==> src/rtl/pipe_skid_buffer.sv <==
// Valid/ready pipeline stage with a one-entry skid register.
// in_ready, out_valid and out_data all come straight from flops.
module pipe_skid_buffer #(
    parameter int unsigned bitz = 32
) (
    input  logic            clk,
    input  logic            reset,
    input  logic            flush,
    input  logic            in_valid,
    input  logic [bitz-1:0] in_data,
    output logic            in_ready,
    output logic            out_valid,
    output logic [bitz-1:0] out_data,
    input  logic            out_ready
);

    typedef enum logic [1:0] {
        ST_EMPTY = 2'd0,
        ST_BUSY  = 2'd1,
        ST_FULL  = 2'd2
    } state_t;

    state_t          state_q;
    state_t          state_d;
    logic            out_valid_q;
    logic            out_valid_d;
    logic            in_ready_q;
    logic            in_ready_d;
    logic [bitz-1:0] out_data_q;
    logic [bitz-1:0] out_data_d;
    logic [bitz-1:0] skid_q;
    logic [bitz-1:0] skid_d;
    logic            push_s;
    logic            pop_s;

    assign push_s = in_valid & in_ready_q;
    assign pop_s  = out_valid_q & out_ready;

    // Next-state and datapath selection; flush overrides every handshake.
    always_comb begin
        state_d    = state_q;
        out_data_d = out_data_q;
        skid_d     = skid_q;
        if (flush) begin
            state_d = ST_EMPTY;
        end else begin
            case (state_q)
                ST_EMPTY: begin
                    if (push_s) begin
                        out_data_d = in_data;
                        state_d    = ST_BUSY;
                    end else begin
                        state_d = ST_EMPTY;
                    end
                end
                ST_BUSY: begin
                    if (push_s && pop_s) begin
                        out_data_d = in_data;
                        state_d    = ST_BUSY;
                    end else if (push_s) begin
                        skid_d  = in_data;
                        state_d = ST_FULL;
                    end else if (pop_s) begin
                        state_d = ST_EMPTY;
                    end else begin
                        state_d = ST_BUSY;
                    end
                end
                ST_FULL: begin
                    // in_ready is low here, so only the consumer can move us.
                    if (out_ready) begin
                        out_data_d = skid_q;
                        state_d    = ST_BUSY;
                    end else begin
                        state_d = ST_FULL;
                    end
                end
                default: begin
                    state_d = ST_EMPTY;
                end
            endcase
        end
        out_valid_d = (state_d != ST_EMPTY);
        in_ready_d  = (state_d != ST_FULL);
    end

    // State and output registers; in_ready stays low until the first edge after reset release.
    always_ff @(posedge clk or negedge reset) begin
        if (!reset) begin
            state_q     <= ST_EMPTY;
            out_valid_q <= 1'b0;
            in_ready_q  <= 1'b0;
            out_data_q  <= {bitz{1'b0}};
            skid_q      <= {bitz{1'b0}};
        end else begin
            state_q     <= state_d;
            out_valid_q <= out_valid_d;
            in_ready_q  <= in_ready_d;
            out_data_q  <= out_data_d;
            skid_q      <= skid_d;
        end
    end

    assign in_ready  = in_ready_q;
    assign out_valid = out_valid_q;
    assign out_data  = out_data_q;

endmodule

==> config.mk <==
export PLATFORM = sky130hd
export DESIGN_NAME = pipe_skid_buffer
export DESIGN_NICKNAME = d
export VERILOG_FILES = /design/src/rtl/pipe_skid_buffer.sv
export SDC_FILE = /design/constraint.sdc
export NUM_CORES = 1
export LEC_CHECK = 0
export ABC_CLOCK_PERIOD_IN_PS = 5500
export BUFFER_PORTS_ARGS = -buffer_cell sky130_fd_sc_hd__buf_2
export CAP_MARGIN = 5
export CORE_MARGIN = 1
export CORE_UTILIZATION = 40
export CTS_BUF_LIST = sky130_fd_sc_hd__clkbuf_16
export DETAILED_ROUTE_END_ITERATION = 7
export GPL_TIMING_DRIVEN = 0
export PLACE_DENSITY_LB_ADDON = 0.05
export REMOVE_ABC_BUFFERS = 1
export SYNTH_ARGS = -nofsm -noshare
export SYNTH_HDL_FRONTEND = slang
export SYNTH_SLANG_ARGS = --single-unit
==> constraint.sdc <==
create_clock -name clk -period 5.5 [get_ports clk]
set_clock_uncertainty 0.1 [all_clocks]
set_input_delay 0.275 -clock clk [delete_from_list [all_inputs] [get_ports clk]]
set_output_delay 0.275 -clock clk [all_outputs]
set_load 0.02 [all_outputs]
Yosys cells after proc, flatten, opt, wreduce, memory -nomap -nowiden
Cells that the tools add are included.
{ "op_classes": {"addsub": 0, "n_mul": 0, "div": 0, "n_lt_le_gt_ge": 0, "n_eq_ne": 6, "n_shift": 0, "mux": 11, "bitwise": 4, "n_reduce_logical": 6} }
{ "op_table": {"columns": ["cell", "count"], "rows": [
  ["$mux 32", 3],
  ["$pmux 32 s3", 1],
  ["$mux 2", 4],
  ["$ne 2x2->1 const B", 4],
  ["$pmux 2 s3", 1],
  ["$reduce_and 5->1", 1],
  ["$reduce_and 4->1", 1],
  ["$reduce_bool 3->1", 1],
  ["$and 1x1->1", 2],
  ["$eq 2x1->1 const B", 1],
  ["$eq 2x2->1 const B", 1],
  ["$logic_not 2->1", 1],
  ["$mux 1", 2],
  ["$not 1->1", 2],
  ["$reduce_bool 2->1", 1],
  ["$logic_and 1x1->1", 1]
]} }
{ "totals": {"register_bits": 68, "latchBits": 0, "mem_bits_rw": 0, "romBits": 0, "in_bits": 37, "out_inout_bits": 34, "wordCells": 32, "memories": 0} }

Longest topological paths before layout
{ "depth": {"depth_word": 7, "ltp_mapped": 8, "ltp_nobuf": 7} }

Worst setup path after synthesis
Ideal clock, no wire load.
{ "synth_path": {"path_kind": "reg-to-reg", "startpoint": "register in_ready_q (netlist: in_ready)", "endpoint": "register skid_q[10]", "setup_time_ns": 0.125, "t_arrival_ns": 1.790, "required_ns": 5.275, "slack_ns": 3.485, "path_stages_with_launch": 7, "path_cell_list": "dfrtp_1 > and2_1 > ha_1 > or3_1 > buf_6 > buf_12 > mux2_4"} }
{ "synth_via": {"elab_chain_cells": 4} }
{ "synth_lines": {"columns": ["element", "line_no", "source"], "rows": [
  ["from (decl)", "27", "logic in_ready_q;"],
  ["from (signal assigned)", "98", "in_ready_q <= in_ready_d;"],
  ["$and 1x1->1 (*)", "36", "assign push_s = in_valid & in_ready_q;"],
  ["$logic_and 1x1->1", "57", "if (push_s && pop_s) begin"],
  ["$not 1->1 (no source line)", null, null],
  ["$reduce_and 4->1 (no source line) (*)", null, null],
  ["to (signal assigned)", "94", "skid_q <= {bitz{1'b0}};"],
  ["to (signal assigned)", "100", "skid_q <= skid_d;"],
  ["to (decl)", "31", "logic [bitz-1:0] skid_q;"]
]} }
Every way passes the cells marked *; elsewhere a longest branch is shown, timed or not.
A chain may end at the register's enable or synchronous reset.

Final worst setup path
{ "layout_path": {"startpoint": "register in_ready_q (netlist: in_ready)", "endpoint": "register out_data_q[20] (netlist: out_data[20])"} }
{ "layout_via": {"elab_chain_cells": 4, "word_cells_on_any_way": 5, "cone_classes": "eq/ne (2); bitwise (1); reduce/logical (2)"} }
{ "layout_lines": {"columns": ["element", "line_no", "source"], "rows": [
  ["$and 1x1->1 (*)", "36", null],
  ["$logic_and 1x1->1", "57", null],
  ["$ne 2x2->1 (no source line)", null, null],
  ["$reduce_and 5->1 (no source line) (*)", null, null],
  ["to (signal assigned)", "93", "out_data_q <= {bitz{1'b0}};"],
  ["to (signal assigned)", "99", "out_data_q <= out_data_d;"],
  ["to (decl)", "29", "logic [bitz-1:0] out_data_q;"]
]} }
Marks and branches as above.

==> key figures <==
Setup path
  – RR Endpoint: out_data[20]
  – CP cell instances: and2_1 -> ha_1 -> a21oi_1 -> a221oi_4 -> buf_8 -> nor2_1 -> a21oi_1
  – CP Max Fanout: 25
  – Startpoint types: register
  – Critical path endpoint category: register
  – Worst Path Arrival: 2.50 ns
  – Cell mode on critical path: a21oi_1
  – Slowest CP cell: a221oi_4
  – Family with the most delay on the worst path: compound AO/OA/AOI/OAI gates
  – Reg-to-reg slack, setup: 3.15 ns
  – Reg-to-reg critical path startpoint: in_ready
  – Bufs and invs on worst path: 1
  – CP max stage delay: 0.80 ns
  – FF-to-FF path depth: 7
  – Worst setup path class: register to register
  – Worst EP required: 5.65 ns

Floorplan
  – Number of cell rows: 31
  – IO Count: 71
  – Starting Density: 0.424
  – Die Height: 90.6 microns
  – Die width: 90.6 microns
  – Die Area: 0.00822 sq mm
  – Core Footprint: 0.00741 sq mm

Power and ir drop
  – P per Cell Area: 460 mW/mm^2
  – Total power: 0.00175 W
  – P_leak: 2.04 nW
  – Worst vdd ir: 0.191 mV

Detailed routing
  – Post-route ant nets: 0
  – DRC: 0
  – DRT iter0 DRCs: 116
  – WL/cell: 14.5 microns
  – Via count: 2030
  – WL final: 6020 microns
  – Average vias per placed instance: 4.89
  – Pre-antenna DRT Iters: 4

Synth
  – Post-Syn Area: 0.00314 sq mm
  – Seq/Total Area, Yosys: 0.541
  – Top FF cell, synth: dfrtp_1
  – EDFF count, synth: 0
  – Post-Syn Area per Cell: 12.9 sq um
  – Yosys reg bits: 68
  – Yosys warning count: 0
  – Unique masters post-synth: 25
  – Post-synthesis instance total: 243
  – Post-synthesis async set-or-reset flop share: 1.00

Global routing
  – Initial antenna violation count: 0
  – Number of global-route vias before repair: 1964
  – Pin count of the biggest net entering global routing: 69
  – Global route overflow: 0
  – First-pass GRT wire length: 10100 microns
  – Tot GR Track Use: 0.157

STA
  – Count of final setup violators: 0
  – Max-slew violations: 0
  – Crit path time final: 2.35 ns
  – Fmax: 425 MHz
  – Hold slack final: -0.0323 ns
  – RSZ-0062 raised after global routing: false
  – Setup TNS: 0 ns
  – Final Hold Violating Endpoints: 68
  – Tcrit/Tclk final: 0.428
  – Worst Tran Pin Value: 0.936 ns
  – Max_slew headroom: 0.376

CTS
  – Worst-path clk slew: 0.05 ns
  – Cts hold-fix bufs: 0
  – Post-CTS sizing: 0
  – CTS buffer count: 9
  – CTS HTree Levels: 3
  – Clock root buffer: clkbuf_16
  – Post-CTS setup buffers: 0
  – Clock buffer depth: 2
  – CTS tree: done
  – Worst-skew pair later-pin latency: 0.32 ns
  – Clock sinks: 68

Worst hold path
  – Worst Hold Class: input pin to async pin

Status
  – Status: finished, violations left
  – Failing checks: hold timing

Flow run
  – Max cap viols: 0

Cells and area
  – Layout Nets: 349
  – Ant diodes: 0
  – Layout cells sized above 1: 0.396
  – Area grow syn2layout: 21.2%

Placed design
  – Number of port buffers: 70
  – Dpl hpwl: 3880 microns
  – GPL Wtd Cong: 0.716
## worst max path at each step
stage                     startpoint      endpoint  slack (ns)  cells after the start
after detailed placement    in_ready  out_data[17]        3.13                      7
after CTS                   in_ready  out_data[18]        3.10                      7
after global placement      in_ready  out_data[20]        2.28                      5
after global routing        in_ready   out_data[1]        2.92                      7
final                       in_ready  out_data[20]        3.15                      7
after floorplan             in_ready   out_data[0]        2.84                      5
## through the flow
stage | setup WS, ns | cell area (sq um) | hold WS [ns] | std cells | util
2_1_floorplan | 2.84 | 2980 | -0.121 | 226 | -
3_3_place_gp | 2.28 | 3450 | 0.386 | 395 | 0.466
3_5_place_dp | 3.13 | 3550 | 0.352 | 399 | 0.479
4_1_cts | 3.10 | 3810 | 0.00156 | 415 | 0.514
5_1_grt | 2.92 | 3810 | 0.0408 | 415 | 0.514
6_report | 3.15 | 3810 | -0.0323 | 415 | 0.514
## kinds of logic after synthesis
logic type | synth area share
AND/OR/NAND/NOR | 0.0709
multiplexers | 0.252
flip-flops | 0.541
adder cells (fa/ha/maj) | 0.00398
AO/OA/AOI/OAI | 0.0756
buffers and inverters | 0.0557
## state kept, by name, indices dropped and copies added (netlist names)
name,flops
out_valid,1
in_ready,1
state_q,2
skid_q,32
out_data,32
## cell usage after synthesis, types with 2 or more instances
cell type,n,share of area
mux2i_1,32,0.10
inv_1,3,0.0036
mux2_2,2,0.0072
buf_2,7,0.011
buf_6,5,0.018
a21oi_1,36,0.057
nor2_1,40,0.048
dfrtp_1,68,0.54
mux2_4,30,0.14
nand2_1,2,0.0024
nand3b_1,2,0.0048
buf_12,3,0.019
## where the power goes
| part | internal [W] | switching (W) | total [W] |
|---|---|---|---|
| sequential | 0.000671 | 0.0000904 | 0.000762 |
| clock | 0.000298 | 0.000205 | 0.000503 |
| combinational | 0.000252 | 0.000236 | 0.000488 |
## per-layer routing
layer	share of wire	GRT usage
met4	0.016	0.0685
met1	0.49	0.213
met5	0	0
met2	0.44	0.237
met3	0.048	0.0421
## cell type report
type                       count  area [sq um]
timing repair buffer          74           443
tap                           99           124
sequential                    68          1700
fill                         688          3600
clock buffer                   9           225
multi-input combinational    155          1270
inverter                       3          11.3
clock inverter                 7          35.0
## cell usage in the layout (no fill, tap or decap)
cell type and count:
buf_2 69, dfrtp_1 68, nor2_1 40, a21oi_1 36
mux2i_1 32, mux2_4 30, clkbuf_16 9, inv_1 4
clkinv_2 4, nand2_1 2, nand3b_1 2, mux2_2 2
buf_16 2, nand4b_4 1, or2b_2 1, and2_1 1
a22oi_1 1, o22a_2 1, o21ai_0 1, a32oi_1 1
nand2b_1 1, a221oi_4 1, or3_2 1, ha_1 1
clkinvlp_4 1, clkinv_1 1, buf_4 1, buf_8 1
buf_12 1
(Power assumes the default switching activity.)
